File: config.mk
export PLATFORM = sky130hd
export DESIGN_NAME = irq_sequencer
export DESIGN_NICKNAME = d
export VERILOG_FILES = /design/src/rtl/irq_sequencer_pkg.sv /design/src/rtl/irq_priority_enc.sv /design/src/rtl/irq_sequencer.sv
export SDC_FILE = /design/constraint.sdc
export NUM_CORES = 1
export LEC_CHECK = 0
export ABC_CLOCK_PERIOD_IN_PS = 2100
export CORE_MARGIN = 2
export CORE_UTILIZATION = 25
export CTS_CLUSTER_SIZE = 16
export DETAILED_ROUTE_END_ITERATION = 16
export SLEW_MARGIN = 25
export SYNTH_ARGS = -nofsm -noshare
export SYNTH_HDL_FRONTEND = slang
export SYNTH_SLANG_ARGS = --single-unit
export TNS_END_PERCENT = 50
File: constraint.sdc
create_clock -name i_clk -period 2.1 [get_ports i_clk]
set_input_delay 0.21 -clock i_clk [delete_from_list [all_inputs] [get_ports i_clk]]
set_output_delay 0.21 -clock i_clk [all_outputs]
set_load 0.02 [all_outputs]
File: src/rtl/irq_sequencer_pkg.sv
// Shared definitions for the interrupt entry/exit sequencer.
// State encoding is fixed-width so it can be probed from legacy tooling.
package irq_sequencer_pkg;

    localparam int STATE_W = 4;

    typedef enum logic [STATE_W-1:0] {
        ST_IDLE       = 4'd0,
        ST_WAIT       = 4'd1,
        ST_FLUSH      = 4'd2,
        ST_PUSH_PC    = 4'd3,
        ST_PUSH_FLAGS = 4'd4,
        ST_VEC        = 4'd5,
        ST_ACTIVE     = 4'd6,
        ST_POP_FLAGS  = 4'd7,
        ST_POP_PC     = 4'd8
    } state_t;

endpackage

File: src/rtl/irq_priority_enc.sv
// Fixed-priority encoder: pending vector -> valid + winning index.
// LOW_FIRST=1 gives index 0 the highest priority.
module irq_priority_enc #(
    parameter int N         = 4,
    parameter bit LOW_FIRST = 1'b1,
    localparam int IDX_W    = (N > 1) ? $clog2(N) : 1
) (
    input  logic [N-1:0]     pend,
    output logic             valid,
    output logic [IDX_W-1:0] idx
);

    always_comb begin
        valid = |pend;
        idx   = '0;
        if (LOW_FIRST) begin
            for (int i = N - 1; i >= 0; i--) begin
                if (pend[i]) idx = IDX_W'(i);
            end
        end else begin
            for (int i = 0; i < N; i++) begin
                if (pend[i]) idx = IDX_W'(i);
            end
        end
    end

endmodule

File: src/rtl/irq_sequencer.sv
// Interrupt entry/exit sequencer beside the hazard unit.
// Define IRQ_NESTING_EN to allow higher-priority lines to preempt an ISR.
module irq_sequencer
    import irq_sequencer_pkg::*;
#(
    parameter int N_IRQ     = 4,
    parameter int ADDR_W    = 16,
    parameter int VEC_BASE  = 0,
    parameter int MAX_DEPTH = 4,
    localparam int IDX_W    = (N_IRQ > 1) ? $clog2(N_IRQ) : 1,
    localparam int DEPTH_W  = $clog2(MAX_DEPTH + 1)
) (
    input  logic               i_clk,
    input  logic               i_rst_n,
    input  logic [N_IRQ-1:0]   i_irq,
    input  logic               i_stall_interrupt,
    input  logic               i_rti,
    input  logic               i_mem_busy,
    input  logic               i_vec_valid,
    input  logic [ADDR_W-1:0]  i_vec_data,
    output logic               o_interrupt_call,
    output logic               o_flush,
    output logic               o_push_pc,
    output logic               o_push_flags,
    output logic               o_pop_flags,
    output logic               o_pop_pc,
    output logic               o_vec_req,
    output logic [ADDR_W-1:0]  o_vec_addr,
    output logic               o_pc_load,
    output logic [ADDR_W-1:0]  o_pc_value,
    output logic [N_IRQ-1:0]   o_ack,
    output logic               o_active,
    output logic [DEPTH_W-1:0] o_depth
);

    state_t             state, state_nx;
    logic [N_IRQ-1:0]   irq_prev, pending, edge_det, ack;
    logic [IDX_W-1:0]   sel, enc_idx;
    logic               enc_valid;
    logic [DEPTH_W-1:0] depth;
    logic               vec_done, pop_done, take_nest;

    irq_priority_enc #(
        .N        (N_IRQ),
        .LOW_FIRST(1'b1)
    ) u_enc (
        .pend (pending),
        .valid(enc_valid),
        .idx  (enc_idx)
    );

    assign edge_det = i_irq & ~irq_prev;
    assign vec_done = (state == ST_VEC) && i_vec_valid;
    assign pop_done = (state == ST_POP_PC) && !i_mem_busy;
    assign ack      = vec_done ? (N_IRQ'(1) << sel) : '0;

`ifdef IRQ_NESTING_EN
    localparam int SP_W = (MAX_DEPTH > 1) ? $clog2(MAX_DEPTH) : 1;

    // Index of each line currently being serviced, innermost on top.
    logic [IDX_W-1:0] stack_q [MAX_DEPTH];
    logic [IDX_W-1:0] cur_idx;

    assign cur_idx   = stack_q[SP_W'(depth - DEPTH_W'(1))];
    assign take_nest = enc_valid && (enc_idx < cur_idx)
                     && (depth < DEPTH_W'(MAX_DEPTH));

    always_ff @(posedge i_clk or negedge i_rst_n) begin
        if (!i_rst_n) begin
            for (int i = 0; i < MAX_DEPTH; i++) stack_q[i] <= '0;
        end else if (vec_done) begin
            stack_q[SP_W'(depth)] <= sel;
        end
    end
`else
    assign take_nest = 1'b0;
`endif

    always_comb begin
        state_nx = state;
        unique case (state)
            ST_IDLE:       if (|pending && !i_rti) state_nx = ST_WAIT;
            ST_WAIT:       if (!i_stall_interrupt) state_nx = ST_FLUSH;
            ST_FLUSH:      state_nx = ST_PUSH_PC;
            ST_PUSH_PC:    if (!i_mem_busy) state_nx = ST_PUSH_FLAGS;
            ST_PUSH_FLAGS: if (!i_mem_busy) state_nx = ST_VEC;
            ST_VEC:        if (i_vec_valid) state_nx = ST_ACTIVE;
            ST_ACTIVE: begin
                if (i_rti)          state_nx = ST_POP_FLAGS;
                else if (take_nest) state_nx = ST_WAIT;
            end
            ST_POP_FLAGS:  if (!i_mem_busy) state_nx = ST_POP_PC;
            ST_POP_PC: begin
                if (!i_mem_busy)
                    state_nx = (depth == DEPTH_W'(1)) ? ST_IDLE : ST_ACTIVE;
            end
            default:       state_nx = ST_IDLE;
        endcase
    end

    always_ff @(posedge i_clk or negedge i_rst_n) begin
        if (!i_rst_n) begin
            state    <= ST_IDLE;
            irq_prev <= '0;
            pending  <= '0;
            sel      <= '0;
            depth    <= '0;
        end else begin
            state    <= state_nx;
            irq_prev <= i_irq;
            // A fresh edge beats the ack clearing the same bit.
            pending  <= (pending & ~ack) | edge_det;
            if (state == ST_WAIT && !i_stall_interrupt) sel <= enc_idx;
            if (vec_done)      depth <= depth + DEPTH_W'(1);
            else if (pop_done) depth <= depth - DEPTH_W'(1);
        end
    end

    assign o_interrupt_call = (state == ST_FLUSH);
    assign o_flush          = (state == ST_FLUSH);
    assign o_push_pc        = (state == ST_PUSH_PC);
    assign o_push_flags     = (state == ST_PUSH_FLAGS);
    assign o_pop_flags      = (state == ST_POP_FLAGS);
    assign o_pop_pc         = (state == ST_POP_PC);
    assign o_vec_req        = (state == ST_VEC);
    assign o_vec_addr       = o_vec_req
                            ? ADDR_W'(VEC_BASE) + ADDR_W'(sel) : '0;
    assign o_pc_load        = vec_done;
    assign o_pc_value       = vec_done ? i_vec_data : '0;
    assign o_ack            = ack;
    assign o_active         = (depth != '0);
    assign o_depth          = depth;

endmodule

==> out/metrics.yaml <==
logic_synthesis:
  synth_top_area_share_pct: 34.3
  avgSynthCellArea_um2: 8.92
  synthCells: 139
  synth.cell_area_um2: 1240
  synthFlopType: "dfrtp_1"
  yosysUniqueCellTypes: 44
  async_reset_ff_share_pct: 100
  synth.ff_latch_count: 17
  yosysWarnings: 0
  synth-edff-count: 0
  synth.largest_area_cell: "dfrtp_1"
  yosysSeqAreaShare_pct: 34.3
  synth_area_leaders: "dfrtp_1 34%, buf_4 9.7%, and3_1 8.6%"
cts:
  clk_path_buf_depth: 2
  path_clk_slew_ns: 0.07
  clk_latency_ns: 0.25
  tritoncts: "built"
  cts_hold_buffers: 0
  cts_root_buf: "clkbuf_8"
  cts.sinks: 17
  htree_levels: 1
  postCtsSetupBuffers: 0
  cts_made_buffers: 3
worst_setup_path:
  crit_start: "state[1]$_DFFE_PN0P_"
  crit_path_max_fanout: 12
  reg2reg_depth: 5
  crit_type: "flop to primary output"
  r2r_start: "state[2]$_DFFE_PN0P_"
  critical_path_required_ns: 1.89
  r2r_setup_slack_ns: 0.30
  r2r_end: "state[0]$_DFFE_PN0P_"
  startpoint_type: "flop"
  end_kind: "primary output"
  cp_data_arrival_time_ns: 1.78
timing:
  rsz0062_at_grt: "false"
  worst_slew_pin_slew_ns: 0.523
  relSlewSlack_pct: 64.8
  skew_ns: 0.00345
  finalCriticalPeriod_ns: 1.99
  fin_tns_setup_ns: 0
  hold_viol_final: 0
  maxSlewViolCount: 0
  period_share_pct: 95.0
  fmax_mhz: 501
  finalWorstSetupSlack_ns: 0.106
  finalSetupViolCount: 0
flow_run:
  cap_violations: 0
pwr:
  p_per_area_nw_per_um2: 1070
  peakVddDrop_v: 0.000502
  p_leak_nw: 1.17
final_layout:
  antenna_cells: 0
  layout_common_cells: "33 x clkdlybuf4s50_1, 17 x and3_1, 17 x dfrtp_1"
  layout.cells.non_filler: 268
  seq_area_um2: 425
  final_common_cell: "clkdlybuf4s50_1"
  layout-drive-gt1-share_pct: 10.4
  postLayoutCoreUtil_pct: 40.8
  fill_cells: 511
  nets: 232
  multi_input_area_um2: 662
  area_delta_synth_final_pct: 56.6
grt:
  grt_pass1_wl_um: 4510
  grt-ovfl-total: 0
  grt_usage_pct: 10.4
  grt_max_degree: 20
  antenna_found_initial: 0
  grt_pass1_vias: 987
die:
  die_w_um: 74.4
  coreArea_um2: 4750
  dieArea_um2: 5540
  start_util_pct: 26.1
  rows: 25
  die_h_um: 74.4
  io_pins: 74
route:
  first_pass_iters: 3
  drc_errors: 0
  ant_nets: 0
  via_count: 1125
  dr.first_iter.drc_count: 25
  vias_per_cell: 4.20
  avgRoutedWirePerCell_um: 11.4
  drt_wl_total_um: 3060
placed_design:
  dpl.cell_count: 264
  io_buffers: 59
  dp_hpwl_um: 2390
  pre_cts_ws_ns: 0.132
  place_congestion: 0.711
run_status:
  status: "complete, no violations"
worst_hold_path:
  worstHoldPathType: "primary input to async pin"
## repair_timing
action                                  in CTS  in global routing
endpoints found under the setup margin      15                 11
endpoints found under the hold margin        0                  0
cloned                                       0                  0
resized for setup                           15                 11
## synth_stat cells (3+ instances only)
cell / number
ha_1: 4
nand2b_1: 7
and3_1: 17
buf_2: 5
nor3_1: 6
o22ai_1: 3
and2_1: 3
inv_1: 13
dfrtp_1: 17
nor2_1: 5
buf_4: 16
nand2_1: 3
## flip-flops by register name (all words and copies together) (netlist names)
register,flops
irq_prev,4
o_depth,3
pending,4
sel,2
state,4
## through the flow
step           cell area, µm²  power (mW)  hold slack (ns)
2_1_floorplan            1290        1.36          -0.0856
3_3_place_gp             1890        1.88            0.418
3_5_place_dp             1890        1.88            0.422
4_1_cts                  1910        2.11            0.279
5_1_grt                  1940        2.24            0.295
6_report                 1940        2.08            0.271
## cell type report
class,instances,area share [%]
inverters,14,2.71
well taps,67,4.32
multi-input cells,99,34.1
repair buffers,67,34.6
clock inverters,1,0.258
flip-flops and latches,17,21.9
clock buffers,3,2.13
## worst max path at each step
stage                                   to  slack [ns]  depth (start not counted)
final                            o_push_pc        0.11                          4
after global routing             o_push_pc        0.01                          4
after CTS                    o_pc_value[7]       0.001                          4
after detailed placement          o_ack[0]        0.13                          4
after global placement            o_ack[0]        0.14                          4
after floorplan           o_interrupt_call        0.15                          3
## per-layer routing
layer,track usage (%),wire (µm),up-vias
met2,16.9,1430,35
li1,-,-,574
met1,13.8,1390,511
met5,0,0,-
met4,4.17,45,0
met3,1.76,195,5
## worst max-delay path, cell delays in order, from the launching register on
cell and delay (ns):
dfrtp_1 0.34, buf_4 0.17, nand2_1 0.10, nor3_1 0.26, clkdlybuf4s50_1 0.66
## where the power goes
group          switching, mW  internal [mW]
Clock                  0.113          0.132
Sequential            0.0842          0.423
Combinational          0.696          0.630
## cells by family (layout without fill, tap and decap cells)
family | after synthesis | in the layout | share of synthesized area (%)
and+or+nand+nor | 55 | 55 | 28.2
buffers and inverters | 36 | 85 | 16.2
AOI/OAI and AO/OA | 20 | 20 | 11.7
DFF | 17 | 17 | 34.3
adders and majority gates | 4 | 4 | 4.04
muxes | 4 | 4 | 3.83
xor gates and xnor gates | 2 | 2 | 1.41
other | 1 | 14 | 0.302
Power figures use the tool's default switching activity.
